===== config.mk =====
export PLATFORM = sky130hd
export DESIGN_NAME = vga_timing_gen
export DESIGN_NICKNAME = d
export VERILOG_FILES = /design/src/rtl/vga_timing_gen.sv
export SDC_FILE = /design/constraint.sdc
export NUM_CORES = 1
export LEC_CHECK = 0
export ABC_AREA = 1
export BUFFER_PORTS_ARGS = -buffer_cell sky130_fd_sc_hd__buf_2
export CELL_PAD_IN_SITES_DETAIL_PLACEMENT = 1
export CELL_PAD_IN_SITES_GLOBAL_PLACEMENT = 2
export CORE_MARGIN = 2
export CORE_UTILIZATION = 35
export CTS_BUF_LIST = sky130_fd_sc_hd__clkbuf_2
export DETAILED_ROUTE_END_ITERATION = 8
export PLACE_DENSITY = 0.94
export SLEW_MARGIN = 20
export SYNTH_ARGS = -nofsm -noshare
export SYNTH_HDL_FRONTEND = slang
export SYNTH_SLANG_ARGS = --single-unit

===== constraint.sdc =====
create_clock -name vga_clk -period 3.55 [get_ports vga_clk]
set_input_delay 0.355 -clock vga_clk [delete_from_list [all_inputs] [get_ports vga_clk]]
set_output_delay 0.355 -clock vga_clk [all_outputs]
set_load 0.005 [all_outputs]

===== src/rtl/vga_timing_gen.sv =====
// 640x480@60 VGA raster timing: pixel/line counters plus registered syncs, display
// enable and line/frame strobes, all cycle-aligned with the DrawX/DrawY they describe.
module vga_timing_gen #(
    parameter int unsigned H_VISIBLE = 640,
    parameter int unsigned H_FRONT   = 16,
    parameter int unsigned H_SYNC    = 96,
    parameter int unsigned H_BACK    = 48,
    parameter int unsigned V_VISIBLE = 480,
    parameter int unsigned V_FRONT   = 10,
    parameter int unsigned V_SYNC    = 2,
    parameter int unsigned V_BACK    = 33
) (
    input  logic       vga_clk,
    input  logic       reset,
    output logic [9:0] DrawX,
    output logic [9:0] DrawY,
    output logic       hs,
    output logic       vs,
    output logic       blank,
    output logic       frame_start,
    output logic       line_start
);

    localparam int unsigned H_TOTAL = H_VISIBLE + H_FRONT + H_SYNC + H_BACK;
    localparam int unsigned V_TOTAL = V_VISIBLE + V_FRONT + V_SYNC + V_BACK;

    generate
        if (H_TOTAL > 1024 || V_TOTAL > 1024 || H_TOTAL < 2 || V_TOTAL < 1) begin : g_bad_totals
            $error("vga_timing_gen: H_TOTAL/V_TOTAL must fit a 10-bit counter");
        end
    endgenerate

    // Thresholds kept 11 bits wide so an end-of-range of exactly 1024 still compares correctly.
    localparam logic [9:0]  H_LAST   = 10'(H_TOTAL - 1);
    localparam logic [9:0]  V_LAST   = 10'(V_TOTAL - 1);
    localparam logic [10:0] H_VIS    = 11'(H_VISIBLE);
    localparam logic [10:0] V_VIS    = 11'(V_VISIBLE);
    localparam logic [10:0] HS_START = 11'(H_VISIBLE + H_FRONT);
    localparam logic [10:0] HS_END   = 11'(H_VISIBLE + H_FRONT + H_SYNC);
    localparam logic [10:0] VS_START = 11'(V_VISIBLE + V_FRONT);
    localparam logic [10:0] VS_END   = 11'(V_VISIBLE + V_FRONT + V_SYNC);

    logic [9:0] nx, ny;
    logic       nhs, nvs, nblank, nframe, nline;

    always_comb begin
        nx = DrawX + 10'd1;
        ny = DrawY;
        if (DrawX == H_LAST) begin
            nx = 10'd0;
            ny = (DrawY == V_LAST) ? 10'd0 : DrawY + 10'd1;
        end
    end

    // Decode from the next-state counters so the registered flags land with their pixel.
    always_comb begin
        nhs    = !(({1'b0, nx} >= HS_START) && ({1'b0, nx} < HS_END));
        nvs    = !(({1'b0, ny} >= VS_START) && ({1'b0, ny} < VS_END));
        nblank = ({1'b0, nx} < H_VIS) && ({1'b0, ny} < V_VIS);
        nline  = (nx == 10'd0);
        nframe = (nx == 10'd0) && (ny == 10'd0);
    end

    always_ff @(posedge vga_clk or posedge reset) begin
        if (reset) begin
            DrawX       <= 10'd0;
            DrawY       <= 10'd0;
            hs          <= 1'b1;
            vs          <= 1'b1;
            blank       <= 1'b0;
            frame_start <= 1'b0;
            line_start  <= 1'b0;
        end else begin
            DrawX       <= nx;
            DrawY       <= ny;
            hs          <= nhs;
            vs          <= nvs;
            blank       <= nblank;
            frame_start <= nframe;
            line_start  <= nline;
        end
    end

endmodule


; ---- Word level (Yosys, flattened, before mapping)
; Index checks and enable logic that the tools add are counted.
[word_totals]
n_memories = 0
rom_bits = 0
ram_bits = 0
regBits = 25
latchBits = 0
in_bits = 2
wordCells = 28
[classes]
bitwise_logic = 0
reduce_logical = 8
order_cmp = 6
mul = 0
div_mod_pow = 0
n_mux = 3
eq_ne = 2
n_shift = 0
addsub = 2
[op_table]
columns = op, count
row1 = $mux W10, 3
row2 = $add A10 B1 Y10 const B, 2
row3 = $eq A10 B10 Y1 const B, 2
row4 = $logic_not A10 Y1, 2
row5 = $lt A10 B10 Y1 const B, 2
row6 = $lt A10 B9 Y1 const B, 2
row7 = $ge A10 B10 Y1 const B, 1
row8 = $ge A10 B9 Y1 const B, 1
row9 = $logic_and A1 B1 Y1, 4
row10 = $logic_not A1 Y1, 2

; ---- Depth between registers and ports, before layout
[logic_depth]
word_depth = 6
depth_mapped = 13
depth_no_buf = 13

; ---- Worst setup path before layout
; Ideal clock, no wire load.
[synth_timing]
kind = reg2reg
from = register DrawX[0]
to = register blank
required_ns = 3.433
setup_slack_ns = 1.910
synth_period_minus_slack_ns = 1.640
path_stages_with_launch = 11
arrival_ns = 1.523
setup_time_ns = 0.117
path_cell_list = dfrtp_1 -> ha_1 -> nand2_2 -> inv_2 -> nand2_2 -> nor2_4 -> nand2_4 -> o21ai_2 -> nand3_2 -> o21ai_1 -> inv_1
[synth_between]
elab_chain_len = 4
[synth_rtl]
columns = item, line
row1 = from (decl), 15  ; output logic [9:0] DrawX,
row2 = from (signal assigned), 74  ; DrawX <= nx;
row3 = $eq A10 B10 Y1, 49  ; if (DrawX == H_LAST) begin
row4 = $mux W10, 49
row5 = via ny[6], 43  ; logic [9:0] nx, ny;
row6 = $lt A10 B9 Y1, 59  ; nblank = ({1'b0, nx} < H_VIS) && ({1'b0, ny} < V_VIS);
row7 = $logic_and A1 B1 Y1, 59
row8 = via nblank, 44  ; logic nhs, nvs, nblank, nframe, nline;
row9 = to (signal assigned), 78  ; blank <= nblank;
row10 = to (decl), 19  ; output logic blank,
; The timed path passes the listed nets, and every way through them passes these cells.

; ---- Final worst setup path
[layout_timing]
from = register DrawX[0]
to = register vs
[layout_between]
elab_chain_len = 5
[layout_rtl]
columns = item, line
row1 = $eq A10 B10 Y1 (*), 49
row2 = $mux W10 (*), 49
row3 = $ge A10 B9 Y1 / $lt A10 B9 Y1 (equally long branches), 58  ; nvs = !(({1'b0, ny} >= VS_START) && ({1'b0, ny} < VS_END));
row4 = $logic_and A1 B1 Y1 (*), 58
row5 = $logic_not A1 Y1 (*), 58
row6 = via nvs, 44
row7 = to (signal assigned), 77  ; vs <= nvs;
row8 = to (decl), 18  ; output logic vs,
; Mark *: on every way through the listed nets, which the timed path passes. The rest lies on a longest branch.

==> results.json <==
{
  "numPortBuffers": 26,
  "drt_iter0_drc": 61,
  "crit_type": "reg2reg",
  "required_ps": 3860,
  "dr_total_vias": 1441,
  "post_cts_buffers": 0,
  "grt_pass1_wl_um": 7110,
  "grt_pass1_vias": 1519,
  "cts-buffers-inserted": 3,
  "synth_edf_count": 0,
  "finalSetupTns_ps": 0,
  "ff2ff_path_depth": 12,
  "netlist_top_cells_area": "dfrtp_1 36%, nand2_1 13%, inv_1 8.4%, nand3_1 6.6%, nor2_1 5.6%",
  "yosys.area.top_type": "dfrtp_1",
  "cp-start-kind": "flip-flop",
  "final_nets": 255,
  "hold_viol": 0,
  "timing.rr.start": "DrawX[0]",
  "viasPerCell": 4.79,
  "cts_resized": 0,
  "yosysWarnings": 0,
  "worstSetupStartpoint": "DrawX[0]",
  "max_freq_ghz": 0.520,
  "yosysUniqueCellTypes": 27,
  "crit_fanout": 8,
  "die_area_um2": 5140,
  "worst_path_most_repeated_cell": "nand2_2",
  "status": "finished, final reports clean",
  "critPathBufInv": 2,
  "first_pass_iters": 4,
  "cts_tree": "done",
  "place.gp.congestion": 0.796,
  "syn_area_um2": 1600,
  "worst_setup_path_end_kind": "flip-flop",
  "clock_sinks": 25,
  "syn_to_final_growth_pct": 12.5,
  "worstPathCellList": "ha_1, nand2_2, inv_2, nand2_2, nor2_4, nand2_4, nand2_2, inv_2, nor2_4, nand2_2, nor3_1, nand3_1",
  "cpLargestDelayFamily": "simple AND/OR/NAND/NOR gates",
  "fin_crit_sh": 0.542,
  "antenna_left": 0,
  "cp_slowest_cell": "dfrtp_1",
  "clk_transition_reported_paths_ps": 270,
  "wl_um": 4110,
  "crit_cells": 12,
  "clk_path_buf_depth": 2,
  "reg2reg_slack_ps": 1630,
  "die_width_um": 71.7,
  "hp-class": "in2async",
  "finalNonFillerCells": 301,
  "syn_nets": 227,
  "synth_cells": 222,
  "grt_overflow": 0,
  "ys_seq_area_frac": 0.392,
  "ys.flop_type": "dfrtp_1",
  "dp.cells": 297,
  "final-setup-viol-count": 0,
  "tightest_slew_ps": 981,
  "cp_slowest_stage_delay_ps": 560,
  "critPathCapture": "vs",
  "avgRoutedWirePerCell_um": 13.6,
  "ys_seq_elements": 25,
  "grtUsageTotal": 0.177,
  "hpwl_um": 3250,
  "cp.arrival_ps": 2230,
  "rsz0062_at_grt": "no",
  "clock_latency_ps": 360,
  "period_minus_slack_ps": 1920,
  "drive_gt1_frac": 0.257,
  "num_rows": 24,
  "drv_cap": 0,
  "hold_buffers": 0,
  "antenna_found_initial": 0,
  "fp.dieH_um": 71.7,
  "place_ws_ps": 1660,
  "leakagePower_nw": 1.06,
  "cts_root_buf": "clkbuf_2",
  "htree_levels": 1,
  "antenna_cells": 0,
  "fin_util": 0.412,
  "grt_max_degree": 26,
  "power_density_nw_per_um2": 229,
  "finalClockSkew_ps": 12.3,
  "syn_area_per_cell_um2": 7.23,
  "start_util": 0.366,
  "rr_endpoint": "vs",
  "synth.top_cell.area_share": 0.359,
  "postLayoutSetupSlackWorst_ps": 1630,
  "num_io_pins": 27,
  "maxSlewViolCount": 0,
  "ys_async_sr_fraction": 1.00,
  "max-slew-margin-rel": 0.342,
  "drcViolationCount": 0,
  "vdd_drop_max_uv": 93.2,
  "core-area_um2": 4380
}
[sequential cells by signal, indices dropped and copies added (netlist names)]
register     count
frame_start      1
blank            1
vs               1
hs               1
line_start       1
DrawX           10
DrawY           10
[cell usage after synthesis (3+ instances only)]
cell type and count:
o21ai_0 3, ha_1 3, nor3_1 4, inv_2 8
nor2_1 24, nor2_2 4, dfrtp_1 23, o21ai_1 4
nand2_1 56, nand3_1 21, nand4_1 7, inv_1 36
nand2_2 8
[report_power, final]
part           internal (mW)  total (mW)  switching (mW)
clock                 0.0256       0.120          0.0946
sequential             0.286       0.286               0
combinational       0.000472     0.00647         0.00600
total                  0.312       0.412           0.101
[layout make-up]
class,instances,area [um^2]
inverters,44,165
fillers,586,2580
clock buffers,3,15.0
clock inverters,1,5.00
repair buffers,26,130
multi-input cells,150,796
well taps,52,65.1
flip-flops and latches,25,628
[stage by stage]
stage | power (mW) | hold WS, ps | instance area [um^2]
floorplan | 0.294 | 381 | 1600
global placement | 0.297 | 529 | 1780
detailed placement | 0.297 | 557 | 1780
CTS | 0.418 | 191 | 1800
global route | 0.429 | 56.7 | 1800
finish | 0.412 | 38.5 | 1800
[kinds of logic (layout without fill, tap and decap cells)]
group,count (synthesis),in the layout,synth area share
AO/OA/AOI/OAI,11,11,0.0406
XOR/XNOR,2,2,0.0109
adder cells (fa/ha/maj),3,3,0.0234
buffers and inverters,47,74,0.112
flip-flops,25,25,0.392
AND/OR/NAND/NOR,134,134,0.421
[layout by cell type (no fill, tap or decap), drive strengths merged]
master,instances
dfstp,2
buf,26
nand2,66
a21oi,1
xor2,2
clkinv,2
o21ai,9
nand3,23
clkbuf,3
nand4,7
inv,43
o21bai,1
or2,1
nor2,32
ha,3
nor3,4
dfrtp,23
nor4,1
[routing by layer]
layer / vias up / global-route usage / part of all wire
met2: 23 / 0.274 / 0.45
met5: - / 0 / 0
met1: 677 / 0.253 / 0.51
li1: 737 / - / -
met3: 4 / 0.0225 / 0.022
met4: 0 / 0.0650 / 0.014
[worst min-delay path by stage]
stage              from     endpoint  slack [ps]  cells after the start
3_5_place_dp   DrawX[1]     DrawX[1]         560                      1
4_1_cts           reset  frame_start         190                      2
6_report          reset  frame_start          40                      2
5_1_grt           reset   line_start          60                      2
3_3_place_gp   DrawX[1]     DrawX[1]         530                      1
2_1_floorplan     reset     DrawX[0]         380                      1
No activity file was read; power rests on OpenSTA's default activity.
